[config.mk]
export PLATFORM = sky130hd
export DESIGN_NAME = signed_burst_accumulator
export DESIGN_NICKNAME = d
export VERILOG_FILES = /design/src/rtl/signed_acc_pkg.sv /design/src/rtl/signed_burst_accumulator_add.sv /design/src/rtl/signed_burst_accumulator.sv
export SDC_FILE = /design/constraint.sdc
export NUM_CORES = 1
export LEC_CHECK = 0
export BUFFER_PORTS_ARGS = -buffer_cell sky130_fd_sc_hd__buf_4
export CAP_MARGIN = 20
export CORE_UTILIZATION = 52
export CTS_CLUSTER_SIZE = 28
export DETAILED_ROUTE_END_ITERATION = 6
export PLACE_DENSITY = 0.86
export SLEW_MARGIN = 40
export SYNTH_ARGS = -nofsm -noshare
export SYNTH_HDL_FRONTEND = slang
export SYNTH_HIERARCHICAL = 1
export SYNTH_SLANG_ARGS = --single-unit
[constraint.sdc]
create_clock -name clk_in -period 5.2 [get_ports clk_in]
set_clock_uncertainty 0.2 [all_clocks]
set_input_delay 1.04 -clock clk_in [delete_from_list [all_inputs] [get_ports clk_in]]
set_output_delay 1.04 -clock clk_in [all_outputs]
set_load 0.02 [all_outputs]
[src/rtl/signed_acc_pkg.sv]
// Shared types and saturation limits for the signed burst accumulator.
package signed_acc_pkg;

    typedef enum logic [1:0] {
        IDLE = 2'd0,
        RUN  = 2'd1,
        DONE = 2'd2
    } state_e;

    function automatic int SAT_MAX(input int w);
        return (1 << (w - 1)) - 1;
    endfunction

    function automatic int SAT_MIN(input int w);
        return -(1 << (w - 1));
    endfunction

endpackage

[src/rtl/signed_burst_accumulator_add.sv]
// Two's-complement adder with signed overflow detect and optional clamp.
module signed_add_sat
    import signed_acc_pkg::*;
#(
    parameter int WIDTH = 4
) (
    input  logic [WIDTH-1:0] a,
    input  logic [WIDTH-1:0] b,
    input  logic             sat,
    output logic [WIDTH-1:0] result,
    output logic             ovf
);

    localparam logic [WIDTH-1:0] MAX_V = WIDTH'(SAT_MAX(WIDTH));
    localparam logic [WIDTH-1:0] MIN_V = WIDTH'(SAT_MIN(WIDTH));

    logic [WIDTH-1:0] raw;

    always_comb begin
        raw = a + b;
        ovf = (a[WIDTH-1] == b[WIDTH-1]) && (raw[WIDTH-1] != a[WIDTH-1]);
        result = raw;
        // Overflow direction follows the operand sign.
        if (sat && ovf) begin
            result = b[WIDTH-1] ? MIN_V : MAX_V;
        end
    end

endmodule

[src/rtl/signed_burst_accumulator.sv]
// Burst accumulator: sums N signed operands over valid/ready, wrap or saturate.
module signed_burst_accumulator
    import signed_acc_pkg::*;
#(
    parameter int WIDTH   = 4,
    parameter int COUNT_W = 4
) (
    input  logic               clk_in,
    input  logic               reset_in,
    input  logic               start_in,
    input  logic [COUNT_W-1:0] len_in,
    input  logic               sat_en_in,
    input  logic               op_valid_in,
    input  logic [WIDTH-1:0]   op_data_in,
    output logic               op_ready_out,
    output logic [WIDTH-1:0]   acc_out,
    output logic               busy_out,
    output logic               done_out,
    output logic               overflow_out,
    output logic               negative_out,
    output logic               zero_out
);

    state_e             state_q, state_d;
    logic [WIDTH-1:0]   acc_q, acc_d;
    logic [COUNT_W-1:0] cnt_q, cnt_d;
    logic               ovf_q, ovf_d;
    logic               sat_q, sat_d;

    logic               xfer;
    logic [WIDTH-1:0]   sum;
    logic               step_ovf;

    signed_add_sat #(
        .WIDTH (WIDTH)
    ) u_add (
        .a      (acc_q),
        .b      (op_data_in),
        .sat    (sat_q),
        .result (sum),
        .ovf    (step_ovf)
    );

    assign xfer = op_valid_in && (state_q == RUN);

    always_comb begin
        state_d = state_q;
        acc_d   = acc_q;
        cnt_d   = cnt_q;
        ovf_d   = ovf_q;
        sat_d   = sat_q;
        unique case (state_q)
            IDLE: begin
                if (start_in) begin
                    acc_d   = '0;
                    ovf_d   = 1'b0;
                    cnt_d   = len_in;
                    sat_d   = sat_en_in;
                    state_d = (len_in == '0) ? DONE : RUN;
                end
            end
            RUN: begin
                if (xfer) begin
                    acc_d = sum;
                    ovf_d = ovf_q | step_ovf;
                    cnt_d = cnt_q - COUNT_W'(1);
                    if (cnt_q == COUNT_W'(1)) begin
                        state_d = DONE;
                    end
                end
            end
            DONE: begin
                state_d = IDLE;
            end
            default: begin
                state_d = IDLE;
            end
        endcase
    end

    always_ff @(posedge clk_in) begin
        if (reset_in) begin
            state_q <= IDLE;
            acc_q   <= '0;
            cnt_q   <= '0;
            ovf_q   <= 1'b0;
            sat_q   <= 1'b0;
        end else begin
            state_q <= state_d;
            acc_q   <= acc_d;
            cnt_q   <= cnt_d;
            ovf_q   <= ovf_d;
            sat_q   <= sat_d;
        end
    end

    assign op_ready_out = (state_q == RUN);
    assign busy_out     = (state_q != IDLE);
    assign done_out     = (state_q == DONE);
    assign acc_out      = acc_q;
    assign overflow_out = ovf_q;
    assign negative_out = acc_q[WIDTH-1];
    assign zero_out     = (acc_q == '0);

endmodule
; ---- Word level (Yosys, flattened, before mapping)
; Cells that the tools add are included.
[word_totals]
input_bits = 13
output_inout_bits = 10
register_bits = 12
wordCells = 43
[op_classes]
n_mux = 16
n_bitwise = 1
add_sub_neg = 2
n_reduce_logical = 11
n_eq_ne = 8
[op_table]
columns = operator, count
row1 = two-way mux 4 bit, 6
row2 = case mux 4 bit (2 select lines), 2
row3 = logical NOT 4 bit, 2
row4 = two-way mux 2 bit, 4
row5 = AND reduction 3 bit, 2
row6 = adder 4 bit, 1
row7 = "equality test 4 x 1 -> 1 bit, second input constant", 1
row8 = "inequality test 2 x 1 -> 1 bit, second input constant", 2
row9 = case mux 2 bit (2 select lines), 1
row10 = nonzero test 2 bit, 2
row11 = "subtractor 4 x 1 -> 4 bit, second input constant", 1
row12 = logical AND 1 bit, 3
row13 = "equality test 2 x 1 -> 1 bit, second input constant", 1
row14 = "equality test 2 bit, second input constant", 1
row15 = logical NOT 2 bit, 1
row16 = two-way mux 1 bit, 2
row17 = "inequality test 2 bit, second input constant", 1
row18 = case mux 1 bit (2 select lines), 1
row19 = AND reduction 2 bit, 1
row20 = equality test 1 bit, 1
row21 = inequality test 1 bit, 1
row22 = bitwise OR 1 bit, 1

; ---- Longest topological paths before layout
[depth]
ltp_word = 7
depth_mapped = 8
ltp_nobuf = 8

; ---- Hierarchy
; Netlist, hierarchy kept.
[modules_own_cells]
columns = module, cells_per_inst, seq_area_each_um2, n_inst, area_per_inst_um2
row1 = signed_burst_accumulator, 75, 240.2, 1, 659.4
row2 = signed_add_sat, 30, 0.0, 1, 217.7

; ---- Worst setup path after synthesis
; OpenSTA, ideal clock, no wires.
[synth_path]
path_kind = register to output
startpoint = reg acc_q[3], in the netlist acc_out[3]
endpoint = out zero_out
stages_incl_launch_ff = 2
slack_ns = 2.770
path_buffers = 0
t_arrival_ns = 1.190
path_cell_list = dfxtp_1 nor4_1
[synth_between]
elab_chain_len = 1
[synth_lines]
columns = item, line
row1 = start: declaration, signed_burst_accumulator.sv:25  ; logic [WIDTH-1:0] acc_q, acc_d;
row2 = start signal: assignment, signed_burst_accumulator.sv:84  ; acc_q <= '0;
row3 = start signal: assignment, signed_burst_accumulator.sv:90  ; acc_q <= acc_d;
row4 = logical NOT 4 bit, signed_burst_accumulator.sv:103  ; assign zero_out = (acc_q == '0);
row5 = end: declaration, signed_burst_accumulator.sv:21  ; output logic zero_out
; No other way between the ends.

; ---- Worst setup path in the final report
[layout_path]
startpoint = reg state_q[1]
endpoint = out op_ready_out
[layout_between]
elab_chain_len = 1
[layout_lines]
columns = item, line
row1 = start: declaration, signed_burst_accumulator.sv:24  ; state_e state_q, state_d;
row2 = start signal: assignment, signed_burst_accumulator.sv:89  ; state_q <= state_d;
row3 = equality test 2 x 1 -> 1 bit, signed_burst_accumulator.sv:97  ; assign op_ready_out = (state_q == RUN);
row4 = end: declaration, signed_burst_accumulator.sv:15  ; output logic op_ready_out,
; No other way between the ends.

==> parameters.txt <==
Parameter                              Value

Status
  Status ... finished clean

Clock network
  TritonCTS clock tree ... done
  Clock transition time at the flip-flop clock pins of the worst setup and hold paths ... roughly 70 ps
  Clock insertion delay at the later pin of the skew report ... 280 ps
  Cts repair resizes ... 0
  H-tree depth ... 1
  Clock Tree Buf Depth ... 2
  Setup Buffers After CTS ... 0
  Buffer type at the clock tree root ... sky130_fd_sc_hd__clkbuf_4
  CTS sink count ... 12
  Hold bufs inserted after CTS ... 0
  CTS Buf Count ... 3

Synth
  Number of distinct library cells after synthesis ... 41
  Number of standard cells after synthesis ... 105
  Count of flip-flops with a built-in enable after synthesis ... 0
  Seq cells post-synth ... 12
  Seq/Total Area, Yosys ... a little over a quarter
  Synthesized area per cell ... about 8.4 um^2
  Mapped Area ... a little under 900 um^2
  Synth warn ... 6
  Async set-or-reset flop fraction in the synthesized netlist ... 0%
  Net Count, Synth ... about 120
  Predominant post-synthesis flop cell ... sky130_fd_sc_hd__dfxtp_1

Final layout
  Most frequent standard cell in the layout excluding fill and tap cells ... sky130_fd_sc_hd__buf_4
  Nets@finish ... 147
  Ant. Diodes ... 0
  Most frequent cells in the layout ... sky130_fd_sc_hd__buf_4, sky130_fd_sc_hd__dfxtp_1, sky130_fd_sc_hd__nor2_1, sky130_fd_sc_hd__a21oi_1, sky130_fd_sc_hd__o21ai_0
  Area added between synthesis and finish ... 20.5%
  Proportion of layout cells with a drive suffix above 1 ... 27.8%
  Final instance count without filler cells ... ~140

Setup path
  Critical Path Slowest Stage Cell ... sky130_fd_sc_hd__dfxtp_1
  Category of the worst setup path launch point ... flip-flop
  Chain of cells forming the critical path ... nand2b_1 -> inv_1 -> buf_4
  Maximum cell stage delay along the critical path ... 600 ps
  Arr. time, crit path ... roughly 1400 ps
  Crit path max fanout ... 15
  Type of destination of the critical path ... output pin
  Worst path required time ... slightly below 4000 ps
  Worst setup path category ... reg -> out

Floorplan
  Die ar. ... 1860 um^2
  Width of the chip ... between 40 and 50 um
  Area of the core ... around 1500 um^2
  Initial core utilization ... 56.9%
  Boundary Pins ... 23
  Floorplan row count ... 14
  Vert. Die Dim ... ~43 um

Route
  Sum of routed wire segments on met1 ... 922 um
  Length of routed met2 wiring ... between 900 and 1000 um
  Detailed-routing iteration count for the pre-antenna-repair pass ... 6
  Antenna Violating Nets Remaining ... 0
  Wire length on met3 ... 100 um
  Final routed wirelength across all metal layers ... around 2000 um
  Top Metal Used ... met4
  Number of remaining DRC errors ... 0
  Initial drt markers ... 27
  Routed length per placed instance ... 14.3 um
  Via count ... 860
  Routed vias/inst ... a little over 6

Pwr
  Maximum vdd drop ... about 0.17 mV
  Net load switching power ... approximately 0.082 mW
  Switching Share ... 33.6%
  Power density normalized to cell area ... 232 nW/um^2
  Internal power ... approximately 0.16 mW
  Clock power frac ... a little under a quarter
  Fraction of power consumed by sequential logic ... around 45%
  Combinational cell fraction of total power ... between 30% and 40%
  Leakage ... between 0.4 and 0.5 nW

Placed design
  Routability-driven placement congestion ratio ... ~0.85
  Buffers added on ports ... 22
  Number of cells after detailed placement ... between 100 and 150
  HPWL Detailed ... between 1500 and 2000 um

STA
  Part of the cycle the worst path needs ... 51.4%
  Final setup violating endpoints ... 0
  Highest achievable clock rate ... 0.374 GHz
  Final sum of negative setup slack ... 0 ps
  Final slew viol count ... 0
  RSZ-0062 raised after global routing ... false
  Relative slew slack ... 58.8%
  Hold violation count in the final report ... 0
  Post-route minimum period ... ~2700 ps
  Slew at the pin with the worst max-slew slack ... between 600 and 700 ps

Global routing
  Global router's overall resource usage ... a little under a quarter
  Wire length of the first global-routing pass ... around 3200 um
  Largest net degree at the start of global routing ... 16
  Number of global-route vias before repair ... about 750
  Initial antenna violation count ... 0
  Remaining global-route overflow ... 0

Flow run
  Reported max-cap violation count ... 0

Min path
  Kind of path behind the tightest hold check ... reg -> reg
==> state kept, by name, indices dropped and copies added (netlist names) <==
signal	flops
state_q	2
acc_out	4
cnt_q	4
sat_q	1
overflow_out	1
==> per-layer routing <==
| metal | up-vias | GRT usage (%) |
|---|---|---|
| li1 | 426 | - |
| met1 | 406 | 29.2 |
| met2 | 22 | 37.9 |
| met3 | 6 | 6.81 |
| met4 | 0 | 9.09 |
| met5 | - | 0 |
==> final timing paths <==
kind              slack [ps]            to  cells after the start          from
hold reg to reg          320  overflow_out                      2  overflow_out
setup / recovery        2520  op_ready_out                      3    state_q[1]
hold / removal           320  overflow_out                      2  overflow_out
setup reg to reg        3160    acc_out[1]                      7    acc_out[0]
==> final cells by class <==
cell class | instances | area [um^2]
multi-input cells | 82 | 583
well taps | 16 | 20.0
flip-flops and latches | 12 | 240
inverters | 7 | 26.3
fillers | 135 | 484
repair buffers | 22 | 165
clock buffers | 3 | 22.5
==> power groups by stage <==
| stage | Combinational, mW | Sequential (mW) | Clock (mW) |
|---|---|---|---|
| after detailed placement | 0.0758 | 0.112 | 0 |
| after CTS | 0.0762 | 0.110 | 0.0581 |
| after floorplan | 0.0536 | 0.109 | 0 |
| final | 0.0763 | 0.110 | 0.0585 |
| after global routing | 0.0838 | 0.112 | 0.0613 |
| after global placement | 0.0729 | 0.112 | 0 |
==> stage by stage <==
step                      hold WS, ps  total power [mW]  setup slack, ps  utilization (%)  cell area [um^2]
after detailed placement          322             0.188             2490             67.1              1030
after floorplan                   285             0.162             2770                -               877
after CTS                         332             0.244             2530             68.6              1060
final                             324             0.245             2520             68.6              1060
after global placement            309             0.185             2620             67.1              1030
after global routing              362             0.257             2420             68.6              1060
==> critical path: cells and delay by family (launching register included) <==
kind / cells / cell delay (ps)
simple gates: 1 / 320
buf+inv: 2 / 230
flops: 1 / 600
==> cell families (layout without fill, tap and decap cells) <==
family	Yosys count	after routing	synth area share, %
adders and majority gates	6	6	9.42
xor gates and xnor gates	1	1	0.999
DFF	12	12	27.4
and+or+nand+nor	37	37	24.3
buffers and inverters	11	32	6.13
AOI/OAI and AO/OA	34	34	26.7
muxes	4	4	5.14
==> Yosys cell counts (all sizes together), types with 2 or more instances <==
cell    count  area, um^2
nand2       7        28.8
inv         7        26.3
nor2       11        43.8
nor3        3        20.0
nand2b      5        38.8
dfxtp      12         240
o21ai      10        50.1
nor3b       3        22.5
nor4        3        18.8
buf         3        23.8
mux2i       3        30.0
ha          5        62.6
a211oi      2        20.0
o22ai       2        12.5
a21oi      10        50.1
Power figures use the tool's default switching activity.
